File: config.mk
export PLATFORM = sky130hd
export DESIGN_NAME = icache_downstream_arb
export DESIGN_NICKNAME = d
export VERILOG_FILES = /design/src/rtl/toy_pack.sv /design/src/rtl/icache_rr_arb.sv /design/src/rtl/icache_downstream_arb.sv
export SDC_FILE = /design/constraint.sdc
export NUM_CORES = 1
export LEC_CHECK = 0
export BUFFER_PORTS_ARGS = -buffer_cell sky130_fd_sc_hd__buf_2
export CAP_MARGIN = 15
export CELL_PAD_IN_SITES_DETAIL_PLACEMENT = 0
export CELL_PAD_IN_SITES_GLOBAL_PLACEMENT = 1
export CORE_AREA = 4 4 535 537
export CTS_BUF_LIST = sky130_fd_sc_hd__clkbuf_8 sky130_fd_sc_hd__clkbuf_16
export CTS_CLUSTER_DIAMETER = 40
export DETAILED_ROUTE_END_ITERATION = 16
export DIE_AREA = 0 0 539 541
export PLACE_DENSITY = 0.35
export SLEW_MARGIN = 20
export SYNTH_ARGS = -nofsm -noshare
export SYNTH_HDL_FRONTEND = slang
export SYNTH_HIERARCHICAL = 1
export SYNTH_SLANG_ARGS = --single-unit
File: constraint.sdc
create_clock -name clk -period 4.26 [get_ports clk]
set_input_delay 0.213 -clock clk [delete_from_list [all_inputs] [get_ports clk]]
set_output_delay 0.213 -clock clk [all_outputs]
set_load 0.02 [all_outputs]
File: src/rtl/toy_pack.sv
// toy_pack: shared constants and types for the instruction-cache downstream path.
package toy_pack;
    localparam int MSHR_ENTRY_NUM               = 8;
    localparam int MSHR_ENTRY_INDEX_WIDTH       = $clog2(MSHR_ENTRY_NUM);
    localparam int ICACHE_DOWNSTREAM_DATA_WIDTH = 512;
    localparam int REQ_ADDR_WIDTH               = 32;
    localparam int TXNID_WIDTH                  = 8;
    localparam int OPCODE_WIDTH                 = 4;

    localparam logic [OPCODE_WIDTH-1:0] DOWNSTREAM_OPCODE = 4'h4;

    typedef logic [REQ_ADDR_WIDTH-1:0] req_addr_t;

    typedef struct packed {
        logic [OPCODE_WIDTH-1:0] opcode;
        logic [TXNID_WIDTH-1:0]  txnid;
        req_addr_t               addr;
    } downstream_txreq_t;

    typedef struct packed {
        logic [TXNID_WIDTH-1:0]                  txnid;
        logic [ICACHE_DOWNSTREAM_DATA_WIDTH-1:0] data;
    } downstream_rxdat_t;

    typedef enum logic { ARB_IDLE, ARB_ISSUE } arb_state_e;
endpackage

File: src/rtl/icache_rr_arb.sv
// icache_rr_arb: combinational round-robin arbiter; the search begins at ptr and wraps.
module icache_rr_arb #(
    parameter int N  = 8,
    parameter int IW = $clog2(N)
) (
    input  logic [N-1:0]  req,
    input  logic [IW-1:0] ptr,
    output logic [N-1:0]  gnt
);
    logic [IW-1:0] k;
    logic          found;

    always_comb begin
        gnt   = '0;
        found = 1'b0;
        k     = '0;
        for (int i = 0; i < N; i++) begin
            k = IW'((int'(ptr) + i) % N);
            if (!found && req[k]) begin
                gnt[k] = 1'b1;
                found  = 1'b1;
            end
        end
    end
endmodule

File: src/rtl/icache_downstream_arb.sv
// icache_downstream_arb: picks MSHR misses round-robin onto the downstream request channel
// and routes refill beats back through a one-entry fill buffer.
module icache_downstream_arb #(
    parameter int MSHR_ENTRY_NUM = toy_pack::MSHR_ENTRY_NUM,
    parameter int DATA_WIDTH     = toy_pack::ICACHE_DOWNSTREAM_DATA_WIDTH
) (
    input  logic                                       clk,
    input  logic                                       rst_n,
    input  logic [MSHR_ENTRY_NUM-1:0]                  entry_req_vld,
    input  toy_pack::req_addr_t                        entry_req_addr [MSHR_ENTRY_NUM],
    output logic [MSHR_ENTRY_NUM-1:0]                  entry_req_gnt,
    output logic                                       downstream_txreq_vld,
    input  logic                                       downstream_txreq_rdy,
    output toy_pack::downstream_txreq_t                downstream_txreq_pld,
    input  logic                                       downstream_rxdat_vld,
    output logic                                       downstream_rxdat_rdy,
    input  toy_pack::downstream_rxdat_t                downstream_rxdat_pld,
    output logic                                       fill_vld,
    input  logic                                       fill_rdy,
    output logic [toy_pack::MSHR_ENTRY_INDEX_WIDTH-1:0] fill_entry_idx,
    output logic [DATA_WIDTH-1:0]                      fill_data,
    output logic [MSHR_ENTRY_NUM-1:0]                  outstanding,
    output logic                                       err_unexp_rxdat
);
    import toy_pack::*;

    localparam int IW = MSHR_ENTRY_INDEX_WIDTH;
    localparam logic [MSHR_ENTRY_NUM-1:0] ONE = MSHR_ENTRY_NUM'(1);

    arb_state_e                state_q, state_d;
    downstream_txreq_t         pld_q, pld_d;
    logic [IW-1:0]             rr_ptr_q, rr_ptr_d, buf_idx_q, buf_idx_d, win_idx;
    logic [MSHR_ENTRY_NUM-1:0] out_q, out_d, held, elig, win_gnt, fill_clr;
    logic                      buf_vld_q, buf_vld_d, err_q, err_d;
    logic [DATA_WIDTH-1:0]     buf_data_q, buf_data_d;
    logic                      tx_hs, rx_hs, rx_ok, fill_hs, load;

    icache_rr_arb #(.N(MSHR_ENTRY_NUM), .IW(IW)) u_rr_arb (
        .req (elig),
        .ptr (rr_ptr_q),
        .gnt (win_gnt)
    );

    always_comb begin
        win_idx = '0;
        for (int i = 0; i < MSHR_ENTRY_NUM; i++) win_idx = win_gnt[i] ? IW'(i) : win_idx;
    end

    always_comb begin
        tx_hs    = (state_q == ARB_ISSUE) && downstream_txreq_rdy;
        load     = (state_q == ARB_IDLE) || tx_hs;
        // The held entry is excluded so it is never re-picked on its own handshake cycle.
        held     = (state_q == ARB_ISSUE) ? ONE << pld_q.txnid[IW-1:0] : '0;
        elig     = entry_req_vld & ~out_q & ~held;
        state_d  = load ? (|elig ? ARB_ISSUE : ARB_IDLE) : state_q;
        rr_ptr_d = (load && |elig) ? IW'((int'(win_idx) + 1) % MSHR_ENTRY_NUM) : rr_ptr_q;
        pld_d    = pld_q;
        if (load && |elig) begin
            pld_d.opcode = DOWNSTREAM_OPCODE;
            pld_d.txnid  = TXNID_WIDTH'(win_idx);
            pld_d.addr   = entry_req_addr[win_idx];
        end
        fill_hs    = buf_vld_q && fill_rdy;
        rx_hs      = downstream_rxdat_vld && (!buf_vld_q || fill_rdy);
        rx_ok      = (downstream_rxdat_pld.txnid < TXNID_WIDTH'(MSHR_ENTRY_NUM))
                     && out_q[downstream_rxdat_pld.txnid[IW-1:0]];
        fill_clr   = fill_hs ? ONE << buf_idx_q : '0;
        out_d      = (out_q | (tx_hs ? held : '0)) & ~fill_clr;
        buf_vld_d  = (rx_hs && rx_ok) || (buf_vld_q && !fill_rdy);
        buf_idx_d  = (rx_hs && rx_ok) ? downstream_rxdat_pld.txnid[IW-1:0] : buf_idx_q;
        buf_data_d = (rx_hs && rx_ok) ? downstream_rxdat_pld.data[DATA_WIDTH-1:0] : buf_data_q;
        err_d      = err_q || (rx_hs && !rx_ok);
    end

    always_ff @(posedge clk or negedge rst_n) begin
        if (!rst_n) begin
            state_q    <= ARB_IDLE;
            pld_q      <= '0;
            rr_ptr_q   <= '0;
            out_q      <= '0;
            buf_vld_q  <= 1'b0;
            buf_idx_q  <= '0;
            buf_data_q <= '0;
            err_q      <= 1'b0;
        end else begin
            state_q    <= state_d;
            pld_q      <= pld_d;
            rr_ptr_q   <= rr_ptr_d;
            out_q      <= out_d;
            buf_vld_q  <= buf_vld_d;
            buf_idx_q  <= buf_idx_d;
            buf_data_q <= buf_data_d;
            err_q      <= err_d;
        end
    end

    assign entry_req_gnt        = tx_hs ? held : '0;
    assign downstream_txreq_vld = (state_q == ARB_ISSUE);
    assign downstream_txreq_pld = pld_q;
    assign downstream_rxdat_rdy = !buf_vld_q || fill_rdy;
    assign fill_vld             = buf_vld_q;
    assign fill_entry_idx       = buf_idx_q;
    assign fill_data            = buf_data_q;
    assign outstanding          = out_q;
    assign err_unexp_rxdat      = err_q;
endmodule

==> results.cfg <==
[global_routing]
grt_pass1_wl_mm = 278
grt.overflow.total = 0
grt_start_max_net_pins = 94
first_global_vias = 27060
antenna_found_initial = 132
grt_usage_pct = 14.2

[setup_path]
crit_path_frequent_cell = buf_4
r2r_cells = 19
critPathMaxFanout = 8
path_cells = nor4bb_4, nor3_2, buf_4, mux2_4, mux4_2, nor2_4, o21ai_4, buf_4, a211oi_4, o21ai_2, a31oi_2, nor2_2, o21a_4, clkinv_8, buf_12, clkbuf_16, mux2_2, o22ai_2, o31ai_1
regToRegSetupSlack_ns = -0.10
worstSetupPathType = reg2reg
cpMaxStageDelayCell = mux4_2
critical_path_required_ns = 4.88
cp-start-kind = flop
end_kind = flop
r2r-end = downstream_txreq_pld[0]$_DFFE_PN0P_
cp.arrival_ns = 4.98
max_stage_delay_ns = 0.55
r2r-start = downstream_txreq_pld[32]$_DFFE_PN0P_

[finish]
nNetsFinal = 4836
nFillCells = 31035
fin_cells = 7954
final_cell_area_um2 = 52900
layout-drive-gt1-share_pct = 60.1
area_growth_pct = 104

[synth]
syn_inst = 1685
yosys_warnings = 6
syn_area_per_cell_um2 = 15.4
syn_area_um2 = 25900

[place]
place_area_um2 = 37900
numPlacedInstances = 6804
place.port_buffers = 1359
hpwl_mm = 184
dpl_worst_slack_ns = -0.322
place.gp.congestion = 0.899

[clock_tree]
clkSlewWorstSetupHoldPaths_ns = 0.04
clockBufferDepth = 4
tritoncts = built
numCtsBuffers = 177
cts.sinks = 565
clockRootBuffer = clkbuf_16
insertion_delay_ns = 0.79
htree_num_levels = 4

[sta]
tns_ns = -1.93
slew_headroom_pct = 30.1
timing.final.ws_setup_ns = -0.100
maxClockFrequency_ghz = 0.229
worst_slew_pin_slew_ns = 1.04
hold_viol_final = 0
drv_slew = 0
rsz0062_at_grt = true
fin_crit_sh_pct = 102
whs_ns = 0.0337
setup_viol_count_final = 32
finClkSkew_ns = 0.0506
period_needed_ns = 4.36

[floorplan]
rows = 195
dieArea_um2 = 292000
dieWidth_um = 539
die_h_um = 541
initial_core_util_pct = 9.19
core_um2 = 282000
io_pins = 1368

[route]
dr.pass1.iters = 6
wl_met3_mm = 26.2
drt_iter0_drc = 1033
post_drt_wl_per_cell_um = 27.3
drtAntennaViolNets = 0
drt-vias-per-instance = 3.12
highest_layer = met5
routed_wl_mm = 217
vias = 24805
met2_length_mm = 95.1
drc_errors = 0
wl_met1_mm = 89.4

[outcome]
violations = negative setup slack
status = complete, but fails checks

[flow_run]
drv_cap = 0

[pwr]
p_leak_nw = 25.3
ir_worst_vdd_mv = 0.409
p_per_area_nw_per_um2 = 760

[worst_hold_path]
worstHoldPathType = in2async
==> metrics by stage <==
step | utilization (%) | power (mW)
2_1_floorplan | - | 16.2
3_3_place_gp | 13.4 | 23.8
6_report | 18.8 | 40.2
4_1_cts | 18.5 | 39.7
5_1_grt | 18.8 | 42.3
3_5_place_dp | 13.4 | 23.8
==> placed cells by master, fill, tap and decap left out, types with 4 or more instances in the layout <==
cell,n
a211oi_2,4
a211oi_4,5
a21oi_1,4
a32o_1,34
buf_12,24
buf_16,4
buf_2,1358
buf_4,110
buf_6,17
bufinv_16,26
clkbuf_16,183
clkbuf_8,41
clkinv_2,38
clkinv_8,4
clkinvlp_4,7
conb_1,8
dfrtp_1,561
dfrtp_2,4
diode_2,30
dlygate4sd3_1,762
ha_1,6
inv_1,31
inv_6,4
mux2_2,227
mux2_4,359
mux2i_1,36
mux2i_2,6
mux4_2,7
nand2_1,109
nand2b_1,12
nor2_1,14
nor2_2,5
nor2_4,4
o21ai_1,4
o22a_1,6
o22ai_1,10
o22ai_2,25
o31ai_1,32
==> repair_timing <==
item | in CTS | in global routing
resized for setup | 62 | 73
endpoints found under the hold margin | 710 | 0
hold buffers | 762 | 0
pin swaps | 12 | 15
buffers inserted | 11 | 21
endpoints found under the setup margin | 34 | 35
cloned | 1 | 6
==> cell type report <==
type	instances	area [µm²]	share of cell area [%]
Timing Repair Buffer	2281	16200	30.6
Antenna cell	30	75.1	0.142
Multi-Input combinational cell	1000	11400	21.6
Timing Repair inverter	1	8.76	0.0166
Sequential cell	565	14100	26.7
Clock inverter	100	1270	2.40
Tap cell	3743	4680	8.86
Clock buffer	220	5040	9.54
Inverter	14	65.1	0.123
==> per-layer routing <==
metal	vias up	global-route usage, %
met5	-	0
met4	16	3.26
met3	406	7.56
met2	1323	22.3
met1	12076	17.1
li1	10984	-
==> state kept, by name (all words and copies together) (netlist names) <==
register / cells
err_unexp_rxdat: 1
outstanding: 8
downstream_txreq_pld: 36
downstream_txreq_vld: 1
rr_ptr_q: 3
fill_data: 512
fill_entry_idx: 3
fill_vld: 1
==> worst max-delay path: cells and delay by family, from the launching register on <==
| family | cells | cell delay, ns |
|---|---|---|
| AO/OA/AOI/OAI | 7 | 1.22 |
| AND/OR/NAND/NOR | 4 | 0.62 |
| multiplexers | 3 | 1.16 |
| buffers and inverters | 5 | 0.69 |
| flip-flops | 1 | 0.48 |
==> where the power goes <==
part,switching [mW],leakage [nW],internal [mW],total [mW]
clock,4.17,3.20,9.84,14.0
combinational,10.2,14.8,7.96,18.2
sequential,1.01,7.35,7.00,8.01
==> worst max-delay path by stage <==
stage,start,endpoint,slack [ns]
after floorplan,rr_ptr_q[0]$_DFFE_PN0P_,downstream_txreq_pld[18]$_DFFE_PN0P_,0.003
after global placement,downstream_txreq_pld[34]$_DFFE_PN0P_,downstream_txreq_pld[4]$_DFFE_PN0P_,-0.24
after detailed placement,downstream_txreq_vld$_DFFE_PN0P_,downstream_txreq_pld[7]$_DFFE_PN0P_,-0.32
after CTS,downstream_txreq_pld[32]$_DFFE_PN0P_,downstream_txreq_pld[6]$_DFFE_PN0P_,-0.06
after global routing,downstream_txreq_pld[32]$_DFFE_PN0P_,downstream_txreq_pld[9]$_DFFE_PN0P_,-0.27
final,downstream_txreq_pld[32]$_DFFE_PN0P_,downstream_txreq_pld[0]$_DFFE_PN0P_,-0.10
(Power assumes the default switching activity.)
